<file path="config.mk">
export PLATFORM = sky130hd
export DESIGN_NAME = uart_rx_frame
export DESIGN_NICKNAME = d
export VERILOG_FILES = /design/src/rtl/uart_pkg.sv /design/src/rtl/rx_baud_tick.sv /design/src/rtl/uart_rx_frame.sv
export SDC_FILE = /design/constraint.sdc
export NUM_CORES = 1
export LEC_CHECK = 0
export ABC_AREA = 1
export BUFFER_PORTS_ARGS = -buffer_cell sky130_fd_sc_hd__buf_2
export CAP_MARGIN = 20
export CORE_UTILIZATION = 57
export CTS_BUF_LIST = sky130_fd_sc_hd__clkbuf_8
export CTS_CLUSTER_SIZE = 25
export DETAILED_ROUTE_END_ITERATION = 8
export HOLD_SLACK_MARGIN = 0.1
export PLACE_DENSITY = 0.78
export SKIP_CTS_REPAIR_TIMING = 1
export SYNTH_ARGS = -nofsm -noshare
export SYNTH_HDL_FRONTEND = slang
export SYNTH_SLANG_ARGS = --single-unit
export TNS_END_PERCENT = 30
</file>
<file path="constraint.sdc">
create_clock -name clk -period 3.15 [get_ports clk]
set_clock_uncertainty 0.2 [all_clocks]
set_input_delay 0.315 -clock clk [delete_from_list [all_inputs] [get_ports clk]]
set_output_delay 0.315 -clock clk [all_outputs]
set_load 0.01 [all_outputs]
</file>
<file path="src/rtl/uart_pkg.sv">
// Shared UART definitions: FSM encodings, oversampling constants and the
// majority-vote helper. Used by both the receive and transmit paths.
package uart_pkg;

  localparam int OVS         = 16;
  localparam int DIV_DEFAULT = 326;   // 50 MHz / (9600 * 16)

  // Oversample ticks within one bit: two early samples, then the decision.
  localparam logic [3:0] TICK_S0   = 4'd7;
  localparam logic [3:0] TICK_S1   = 4'd8;
  localparam logic [3:0] TICK_DEC  = 4'd9;
  localparam logic [3:0] TICK_LAST = 4'd15;

  localparam logic [2:0] ST_IDLE   = 3'd0;
  localparam logic [2:0] ST_START  = 3'd1;
  localparam logic [2:0] ST_DATA   = 3'd2;
  localparam logic [2:0] ST_PARITY = 3'd3;
  localparam logic [2:0] ST_STOP   = 3'd4;

  function automatic logic maj3(input logic a, input logic b, input logic c);
    return (a & b) | (a & c) | (b & c);
  endfunction

endpackage

</file>
<file path="src/rtl/rx_baud_tick.sv">
// Oversample prescaler: emits a one-clock tick every DIV clocks while run
// is high; the count is held at zero while run is low so every frame
// starts from a known phase.
module rx_baud_tick #(
  parameter int DIV = 326
) (
  input  logic clk,
  input  logic n_rst,
  input  logic run,
  output logic tick
);

  localparam logic [15:0] CNT_LAST = 16'(DIV - 1);

  logic [15:0] cnt;

  assign tick = run && (cnt == CNT_LAST);

  // Free-running 0..DIV-1 counter, cleared whenever reception is idle.
  always_ff @(posedge clk or negedge n_rst) begin
    if (!n_rst) begin
      cnt <= '0;
    end else if (!run || cnt == CNT_LAST) begin
      cnt <= '0;
    end else begin
      cnt <= cnt + 16'd1;
    end
  end

endmodule

</file>
<file path="src/rtl/uart_rx_frame.sv">
// Oversampling UART receiver, 8N1 by default.
// Define UART_RX_PARITY_EN to build the 8E1 variant with a live parity_err.
//
// state    | meaning
// ---------+------------------------------------------------------------
// IDLE     | waiting for a falling edge on a line previously seen high
// START    | validating the start bit; a high vote is treated as a glitch
// DATA     | shifting in 8 data bits, LSB first
// PARITY   | capturing the even-parity bit (UART_RX_PARITY_EN only)
// STOP     | stop-bit vote; publishes the byte or flags a framing error
module uart_rx_frame
  import uart_pkg::*;
#(
  parameter int DIV = DIV_DEFAULT
) (
  input  logic       clk,
  input  logic       n_rst,
  input  logic       rxd,
  output logic [7:0] rx_data,
  output logic       rx_valid,
  output logic       frame_err,
  output logic       parity_err,
  output logic       busy
);

  localparam int TCW = $clog2(OVS);

  logic           rxd_meta;
  logic           rxd_s;
  logic           armed;
  logic [2:0]     state;
  logic [TCW-1:0] tick_cnt;
  logic [2:0]     bit_idx;
  logic [1:0]     samp;
  logic [7:0]     shreg;
  logic           tick;
  logic           vote;
  logic           at_dec;
  logic           at_last;
`ifdef UART_RX_PARITY_EN
  logic           par_bit;
`endif

  assign busy    = (state != ST_IDLE);
  assign vote    = maj3(samp[0], samp[1], rxd_s);
  assign at_dec  = tick && (tick_cnt == TICK_DEC);
  assign at_last = tick && (tick_cnt == TICK_LAST);

  rx_baud_tick #(.DIV(DIV)) u_tick (
    .clk   (clk),
    .n_rst (n_rst),
    .run   (busy),
    .tick  (tick)
  );

  // Two-flop synchronizer for the asynchronous line, idling high.
  always_ff @(posedge clk or negedge n_rst) begin
    if (!n_rst) begin
      rxd_meta <= 1'b1;
      rxd_s    <= 1'b1;
    end else begin
      rxd_meta <= rxd;
      rxd_s    <= rxd_meta;
    end
  end

  // Frame sequencer, sampling and registered output strobes.
  always_ff @(posedge clk or negedge n_rst) begin
    if (!n_rst) begin
      state      <= ST_IDLE;
      armed      <= 1'b0;
      tick_cnt   <= '0;
      bit_idx    <= '0;
      samp       <= '0;
      shreg      <= '0;
      rx_data    <= '0;
      rx_valid   <= 1'b0;
      frame_err  <= 1'b0;
`ifdef UART_RX_PARITY_EN
      parity_err <= 1'b0;
      par_bit    <= 1'b0;
`endif
    end else begin
      rx_valid   <= 1'b0;
      frame_err  <= 1'b0;
`ifdef UART_RX_PARITY_EN
      parity_err <= 1'b0;
`endif
      if (tick) tick_cnt <= tick_cnt + 1'b1;
      if (tick && tick_cnt == TICK_S0) samp[0] <= rxd_s;
      if (tick && tick_cnt == TICK_S1) samp[1] <= rxd_s;

      case (state)
        ST_IDLE: begin
          // armed blocks a stuck-low line or break from retriggering.
          if (rxd_s) begin
            armed <= 1'b1;
          end else if (armed) begin
            state    <= ST_START;
            tick_cnt <= '0;
            bit_idx  <= '0;
            armed    <= 1'b0;
          end
        end
        ST_START: begin
          if (at_dec && vote) state <= ST_IDLE;
          else if (at_last)   state <= ST_DATA;
        end
        ST_DATA: begin
          if (at_dec) shreg <= {vote, shreg[7:1]};
          if (at_last) begin
            if (bit_idx == 3'd7) begin
`ifdef UART_RX_PARITY_EN
              state <= ST_PARITY;
`else
              state <= ST_STOP;
`endif
            end else begin
              bit_idx <= bit_idx + 3'd1;
            end
          end
        end
`ifdef UART_RX_PARITY_EN
        ST_PARITY: begin
          if (at_dec)  par_bit <= vote;
          if (at_last) state   <= ST_STOP;
        end
`endif
        ST_STOP: begin
          // Leave at mid-stop-bit to give half a bit of resync margin.
          if (at_dec) begin
            state <= ST_IDLE;
            if (vote) begin
              rx_data    <= shreg;
              rx_valid   <= 1'b1;
`ifdef UART_RX_PARITY_EN
              parity_err <= (^shreg) ^ par_bit;
`endif
            end else begin
              frame_err <= 1'b1;
            end
          end
        end
        default: state <= ST_IDLE;
      endcase
    end
  end

`ifndef UART_RX_PARITY_EN
  assign parity_err = 1'b0;
`endif

endmodule

</file>
# Yosys cells after proc, flatten, opt, wreduce, memory -nomap -nowiden
# Index checks and enable logic that the tools add are counted.
[totals]
register_bits = 49
latchBits = 0
ramBits = 0
romBits = 0
inputBits = 3
out_inout_bits = 12
wordCells = 77
mem_count = 0
[classes]
n_addsub = 3
mul = 0
div = 0
n_lt_le_gt_ge = 0
n_eq_ne = 16
n_shift = 0
mux = 25
bitwise = 5
reduce_logical = 15
[ops]
columns = ["operator", "count"]
rows = [
  ["3-bit two-way mux", 11],
  ["16-bit by 1-bit adder with 16-bit output (second input constant)", 1],
  ["16-bit by 9-bit equality test with 1-bit output (second input constant)", 1],
  ["16-bit two-way mux", 1],
  ["4-bit two-way mux", 4],
  ["4-bit equality test (second input constant)", 3],
  ["2-bit inequality test (second input constant)", 6],
  ["3-bit case mux with 4 select lines", 1],
  ["1-bit two-way mux", 7],
  ["3-bit equality test (second input constant)", 2],
  ["1-bit logical AND", 6],
  ["3-bit case mux with 2 select lines", 1],
  ["6-bit AND reduction", 1],
  ["5-bit AND reduction", 1],
  ["4-bit by 1-bit adder with 4-bit output (second input constant)", 1],
  ["4-bit by 3-bit equality test with 1-bit output (second input constant)", 1],
  ["3-bit by 1-bit adder with 3-bit output (second input constant)", 1],
  ["1-bit AND", 3],
  ["3-bit by 1-bit equality test with 1-bit output (second input constant)", 1],
  ["3-bit by 2-bit equality test with 1-bit output (second input constant)", 1],
  ["3-bit zero test", 1],
  ["3-bit inequality test (second input constant)", 1],
  ["3-bit AND reduction", 1],
  ["3-bit nonzero test", 1],
  ["5 further kinds", 6],
]

# Longest topological paths before layout
# Gate-level depths: netlist (run 1).
[logic_depth]
depth_word = 6
depth_mapped = 10
mapped_depth_nobuf = 10

# Cells and area by module
# Synthesis (run 1) repeated with hierarchy kept, for this count alone.
[unflattened]
hier_cells = 294
hier_area_um2 = 2533.7
[modules_own_cells]
columns = ["mod", "instances", "cells_each", "area_per_inst_um2", "seq_area_each_um2"]
rows = [
  ["uart_rx_frame", 1, 176, 1567.8, 828.3],
  ["rx_baud_tick", 1, 118, 965.9, 400.4],
]

# Least setup slack after synthesis (run 1)
# OpenSTA, ideal clock, no wires.
[synth_path]
kind = "reg-to-reg"
start = "reg u_tick.cnt[1]"
end = "reg rx_data[0]"
setup_ps = 124
t_arrival_ps = 1465
required_ps = 2826
setup_slack_ps = 1362
path_stages_with_launch = 10
n_path_buf = 0
synth_period_minus_slack_ps = 1788
cell_sequence = "dfrtp_1 -> inv_1 -> ha_1 -> nand2_1 -> nor2_1 -> nand4_4 -> nor2_8 -> nand2_4 -> o21ai_0 -> nand2_1"
[synth_via]
elab_chain_cells = 4
[synth_lines]
columns = ["element", "line", "text"]
rows = [
  ["start: declaration", "rx_baud_tick.sv:15", "logic [15:0] cnt;"],
  ["start signal: assignment", "rx_baud_tick.sv:26", "cnt <= cnt + 16'd1;"],
  ["16-bit by 9-bit equality test with 1-bit output", "rx_baud_tick.sv:17", "assign tick = run && (cnt == CNT_LAST);"],
  ["1-bit logical AND", "rx_baud_tick.sv:17", ""],
  ["1-bit logical AND", "uart_rx_frame.sv:46", "assign at_dec = tick && (tick_cnt == TICK_DEC);"],
  ["3-bit AND reduction (no source line)", "--", ""],
  ["end signal: assignment", "uart_rx_frame.sv:134", "rx_data <= shreg;"],
  ["end: declaration", "uart_rx_frame.sv:19", "output logic [7:0] rx_data,"],
]
# Every way passes these cells.
# A chain may end at the register's enable or synchronous reset.

# Worst setup path in the final report (run 1)
[layout_path]
start = "reg u_tick.cnt[0]"
end = "reg u_tick.cnt[12]"
[layout_via]
elab_chain_cells = 3
[layout_lines]
columns = ["element", "line", "text"]
rows = [
  ["branches (longest 2 deep; another with 16-bit by 1-bit adder with 16-bit output)", "--", ""],
  ["16-bit two-way mux *", "rx_baud_tick.sv:23", "end else if (!run || cnt == CNT_LAST) begin"],
]
# Every way passes the cells marked *.

==> impl_metrics.tcl, run 1 <==
set metrics [dict create \
    dp_worst_setup_slack_ns 1.00 \
    seq_area_frac_synth 0.496 \
    drtIter0Drc 117 \
    cp.arrival_ns 2.20 \
    synthDistinctLibCells 37 \
    synth_edf_count 0 \
    wl_mm 4.29 \
    status "completed" \
    grt_setup_unrepaired "false" \
    final_cells 368 \
    power.density_mw_per_mm2 523 \
    slew_headroom 0.515 \
    boundaryPins 15 \
    maxClockFrequency_ghz 0.460 \
    utilization 0.670 \
    leakage_nw 1.45 \
    core-area_mm2 0.00409 \
    place_area_mm2 0.00259 \
    grt.overflow.total 0 \
    insertion_delay_ns 0.30 \
    worstPathRequired_ns 3.18 \
    layout_min_cycle_time_ns 2.18 \
    synth-main-ff-cell "dfrtp_1" \
    viasPerCell 5.29 \
    drive_above_1_share 0.154 \
    firstDrtPassIters 4 \
    grt_max_degree 50 \
    synth_top_area_share 0.475 \
    synthArstFlopShare 1.00 \
    clkSinkCount 49 \
    crit_fanout 11 \
    place.gp.congestion 0.834 \
    grt_first_pass_wirelength_mm 7.16 \
    avgSynthCellArea_um2 8.33 \
    tightest_slew_ns 0.725 \
    fin_area_mm2 0.00274 \
    ant_nets 0 \
    n_antenna_cell 0 \
    areaGrowthSynthToFinish_pct 10.6 \
    path_class "register to register" \
    synth_nets 307 \
    dr_total_vias 1946 \
    final_max_slew_viol_count 0 \
    setup_viol 0 \
    io_buffers 13 \
    die_area_mm2 0.00461 \
    yosysTopAreaCell "dfrtp_1" \
    cp-start-kind "register" \
    grt_pass1_vias 1673 \
    synthTopCellsByArea "dfrtp_1 48%, nand2_1 11%, nor2_1 4.9%" \
    die_width_um 67.9 \
    layout_setup_ws_ns 0.974 \
    cts_tree "built" \
    ys_seq_elements 49 \
    synth_warnings 0 \
    cts_made_buffers 5 \
    endpoint_kind "register" \
    hp-class "register to register" \
    cap_violations 0 \
    initial_utilization 0.606 \
    place_inst 357 \
    tns_ns 0 \
    syn-cell-area_mm2 0.00247 \
    ir_worst_vdd_uv 352 \
    finalHoldViolations 0 \
    cts_max_path_buffers 2 \
    cts-root-buf "clkbuf_8" \
    wl_per_cell_um 11.7 \
    h-tree-depth 2 \
    syn_inst 297 \
    grt_antenna_before_repair 0 \
    fp.dieH_um 67.9 \
    dp_hpwl_mm 3.14 \
    placementRows 23 \
    grt.total_usage 0.210 \
    nets 327 \
    period_share 0.691 \
    clkTransAtPathRegs_ns 0.09 \
    drc_errors 0 \
]
-- placed cells by master, fill, tap and decap left out, drive strengths merged, types with 2 or more instances in the layout --
cell type    synthesis  routed
a21oi                8       8
nand2               81      81
a22oi                2       2
clkinv               2       3
ha                   7       7
dfrtp               47      47
buf                  2      14
dlygate4sd3          0       2
nor2                40      40
inv                 34      35
clkbuf               1       5
nand4                9       9
nor3                 9       9
nand3               17      17
o21ai               26      26
dfstp                2       2
-- state kept, by name, summed over array words and instances (netlist names) --
register	cells
u_tick.cnt	16
rx_data	8
shreg	8
tick_cnt	4
bit_idx	3
state	3
samp	2
armed	1
frame_err	1
rx_valid	1
rxd_meta	1
rxd_s	1
-- cell usage after synthesis, types with 2 or more instances --
| cell type | instances |
|---|---|
| nand2_1 | 75 |
| dfrtp_1 | 47 |
| nor2_1 | 32 |
| inv_1 | 29 |
| o21ai_0 | 22 |
| nand3_1 | 17 |
| a21oi_1 | 8 |
| ha_1 | 7 |
| nand4_1 | 7 |
| nor3_1 | 6 |
| inv_2 | 5 |
| nand2_2 | 5 |
| nor2_2 | 5 |
| o21ai_1 | 4 |
| nor3_2 | 3 |
| a22oi_1 | 2 |
| dfstp_2 | 2 |
| nor2_8 | 2 |
-- final timing paths --
| check | slack, ns | startpoint | cells past startpoint | to |
|---|---|---|---|---|
| min in group asynchronous | 0.21 | n_rst | 2 | u_tick.cnt[7] |
| worst min register to register | 0.16 | rxd_meta | 0 | rxd_s |
| worst max-delay path | 0.97 | u_tick.cnt[0] | 8 | u_tick.cnt[12] |
| max in group asynchronous | 2.00 | n_rst | 3 | rxd_meta |
| worst min-delay path | 0.16 | rxd_meta | 0 | rxd_s |
| worst max register to register | 0.97 | u_tick.cnt[0] | 8 | u_tick.cnt[12] |
-- layout make-up --
cell class | instances | area, µm²
clock inverters | 3 | 42.5
well taps | 50 | 62.6
flip-flops and latches | 49 | 1230
inverters | 36 | 136
multi-input cells | 209 | 1090
fillers | 353 | 1350
repair buffers | 16 | 105
clock buffers | 5 | 68.8
-- layer usage --
layer / vias to the layer above / global-route usage / wire length (µm)
met1: 908 / 0.285 / 2150
li1: 1005 / - / -
met2: 29 / 0.334 / 1970
met5: - / 0 / 0
met3: 4 / 0.0550 / 143
met4: 0 / 0.0547 / 31
-- power breakdown --
part / internal (mW) / switching [mW] / leakage (nW)
combinational: 0.0877 / 0.184 / 0.728
clock: 0.235 / 0.209 / 0.0595
sequential: 0.674 / 0.0418 / 0.665
-- worst max-delay path, cell delays in order, from the launching register on --
cell     delay, ns
dfrtp_1       0.42
ha_1          0.24
inv_1         0.06
nor2_1        0.04
nand2_1       0.10
nor2_1        0.07
nor2_1        0.55
o21ai_1       0.24
a22oi_1       0.19
-- through the flow --
step	hold slack, ns	total power [mW]
final	0.164	1.43
after global routing	0.166	1.51
after CTS	-0.106	1.44
after detailed placement	0.152	0.995
after global placement	0.150	0.992
after floorplan	-0.181	0.932
-- kinds of logic (layout without fill, tap and decap cells) --
| logic type | count (synthesis) | after routing | share of synthesized area |
|---|---|---|---|
| buffers and inverters | 39 | 60 | 0.0617 |
| AO/OA/AOI/OAI | 40 | 40 | 0.0870 |
| other | 1 | 1 | 0.00152 |
| AND/OR/NAND/NOR | 159 | 159 | 0.310 |
| flip-flops | 49 | 49 | 0.496 |
| adder cells (fa/ha/maj) | 8 | 8 | 0.0394 |
| XOR/XNOR | 1 | 1 | 0.00354 |
(Power assumes the default switching activity.)
==> inputs of run 2 (changes only) <==
- CORE_UTILIZATION: 57 -> 56
- PLACE_DENSITY: 0.78 -> 0.8
- clock period: 3.15 -> 1.85 ns (I/O delays scaled with it)
==> run 2 against run 1 <==
Compared with the run above:
- the run now ends with negative setup slack left
- global-route usage rose by 2.1 points
- clock power rose by 50%
- combinational power rose to 2.6 times the previous value
- final area rose by 12%
- die area rose by 1.7%
- first-iteration DRC count rose by 1.7%
- hold slack got worse by 0.0012 ns
- clock-buffer cell count did not move
- sequential power rose by 69%
- total power rose by 80%
- register-to-register slack got worse by 1.1 ns
- final cell count rose by 8.4%
- critical path type unchanged
- largest cell class unchanged
- highest routed layer unchanged
==> impl_metrics.tcl, run 2 (synthesized netlist as in run 1, its figures left out) <==
set metrics [dict create \
    status "finished, violations left" \
    violations "negative setup slack" \
    power_frac_comb 0.273 \
    placementRows 23 \
    grt.overflow.total 0 \
    grt_setup_unrepaired "true" \
    top_regs "u_tick.cnt (16), rx_data (8), shreg (8)" \
    dr_total_vias 2147 \
    drc_errors 0 \
    dr_wl_met2_mm 2.64 \
    r2r_start "u_tick.cnt[1]" \
    dr.max_layer_used "met4" \
    layout_setup_ws_ns -0.113 \
    switching_share 0.335 \
    setup_viol 20 \
    cpPeakStageDelay_ns 0.41 \
    power.density_mw_per_mm2 840 \
    drive_above_1_share 0.284 \
    insertion_delay_ns 0.31 \
    period_share 1.06 \
    cts_tree "built" \
    hold_end "rxd_s" \
    ff2ff_setup_slack_ns -0.11 \
    dp_hpwl_mm 3.44 \
    layout_min_cycle_time_ns 1.96 \
    boundaryPins 15 \
    worstPathCellList "inv_1, ha_2, buf_6, nand2_4, nor2_4, nand4_4, nor2_8, nand2_4, o21ai_0, nand2_1" \
    p_seq_frac 0.470 \
    io_buffers 13 \
    cts_max_path_buffers 2 \
    hold_depth 0 \
    maxClockFrequency_ghz 0.509 \
    cap_violations 0 \
    final_max_slew_viol_count 0 \
    grt_pass1_vias 1889 \
    wirelength_met1_mm 2.37 \
    cts-root-buf "clkbuf_8" \
    intPower_mw 1.72 \
    utilization 0.747 \
    crit_slowest_cell "dfrtp_1" \
    power_frac_clock 0.257 \
    slew_headroom 0.603 \
    layout_common_cells "70 x nand2_1, 47 x dfrtp_1, 29 x inv_1, 28 x buf_4, 27 x nor2_1" \
    largest_register_ffs 16 \
    final_cells 399 \
    wl_mm 5.29 \
    endpoint_kind "register" \
    worstHoldStart "rxd_meta" \
    path_class "register to register" \
    p_switching_mw 0.865 \
    grt.total_usage 0.231 \
    crit_fanout 5 \
    grt_max_degree 50 \
    drtIter0Drc 119 \
    ir_worst_vdd_uv 431 \
    place.gp.congestion 0.846 \
    viasPerCell 5.38 \
    r2r_end "rx_data[1]" \
    grt_antenna_before_repair 0 \
    die_width_um 68.5 \
    ant_nets 0 \
    clkSinkCount 49 \
    regMostFlops "u_tick.cnt" \
    initial_utilization 0.601 \
    n_antenna_cell 0 \
    worstPathRequired_ns 1.84 \
    fp.dieH_um 68.5 \
    areaGrowthSynthToFinish_pct 24.2 \
    clkTransAtPathRegs_ns 0.10 \
    cts_made_buffers 5 \
    cp.arrival_ns 1.95 \
    place_inst 385 \
    routed-wl-met3_um 165 \
    wl_per_cell_um 13.3 \
    firstDrtPassIters 4 \
    tightest_slew_ns 0.592 \
    finalHoldViolations 0 \
    worst_path_most_repeated_cell "nand2_4" \
    final_common_cell "nand2_1" \
    nets 358 \
    core-area_mm2 0.00412 \
    cp-start-kind "register" \
    grt_first_pass_wirelength_mm 7.98 \
    r2r_cells 10 \
    die_area_mm2 0.00469 \
    leakage_nw 1.61 \
    h-tree-depth 2 \
    hp-class "register to register" \
]
## run 2: worst max-delay path by stage
stage          cells past startpoint             end          start
2_1_floorplan                      9      rx_data[0]  u_tick.cnt[1]
3_3_place_gp                       9  u_tick.cnt[14]  u_tick.cnt[1]
3_5_place_dp                       8  u_tick.cnt[12]  u_tick.cnt[0]
4_1_cts                            9  u_tick.cnt[12]  u_tick.cnt[1]
5_1_grt                           10        state[1]  u_tick.cnt[1]
6_report                          10      rx_data[1]  u_tick.cnt[1]
## run 2: stage by stage
step | hold WS (ns) | TNS [ns] | power, mW | worst slack, ns | cell area, µm²
after detailed placement | -0.00895 | -2.69 | 1.84 | -0.194 | 2810
after global placement | -0.00997 | -0.873 | 1.83 | -0.0868 | 2810
after CTS | -0.342 | -3.41 | 2.50 | -0.213 | 2900
final | 0.163 | -0.899 | 2.58 | -0.113 | 3070
after global routing | 0.165 | -4.59 | 2.72 | -0.205 | 3070
after floorplan | -0.311 | 0 | 1.59 | 0.0618 | 2470
## run 2: cell type report
class	count	area [µm²]
fill	278	1040
timing repair buffer	45	327
inverter	36	136
clock inverter	3	25.0
tap	50	62.6
sequential	49	1230
multi-input combinational	211	1230
clock buffer	5	68.8
## run 2: worst max-delay path: cells and delay by family, from the launching register on
kind                       cells  cell delay [ns]
adders and majority gates      1             0.19
DFF                            1             0.41
AOI/OAI and AO/OA              1             0.20
buffers and inverters          2             0.18
and+or+nand+nor                6             0.67
## run 2: power by group through the flow
stage | logic (mW) | clock network, mW | registers [mW]
floorplan | 0.361 | 0 | 1.23
global placement | 0.605 | 0 | 1.22
detailed placement | 0.607 | 0 | 1.23
CTS | 0.614 | 0.676 | 1.21
global route | 0.787 | 0.716 | 1.22
finish | 0.706 | 0.664 | 1.21
## run 2: metal layers
metal / global-route usage / vias to the layer above
met5: 0 / -
met4: 0.0938 / 0
met3: 0.0417 / 11
met2: 0.390 / 47
met1: 0.291 / 1016
li1: - / 1073
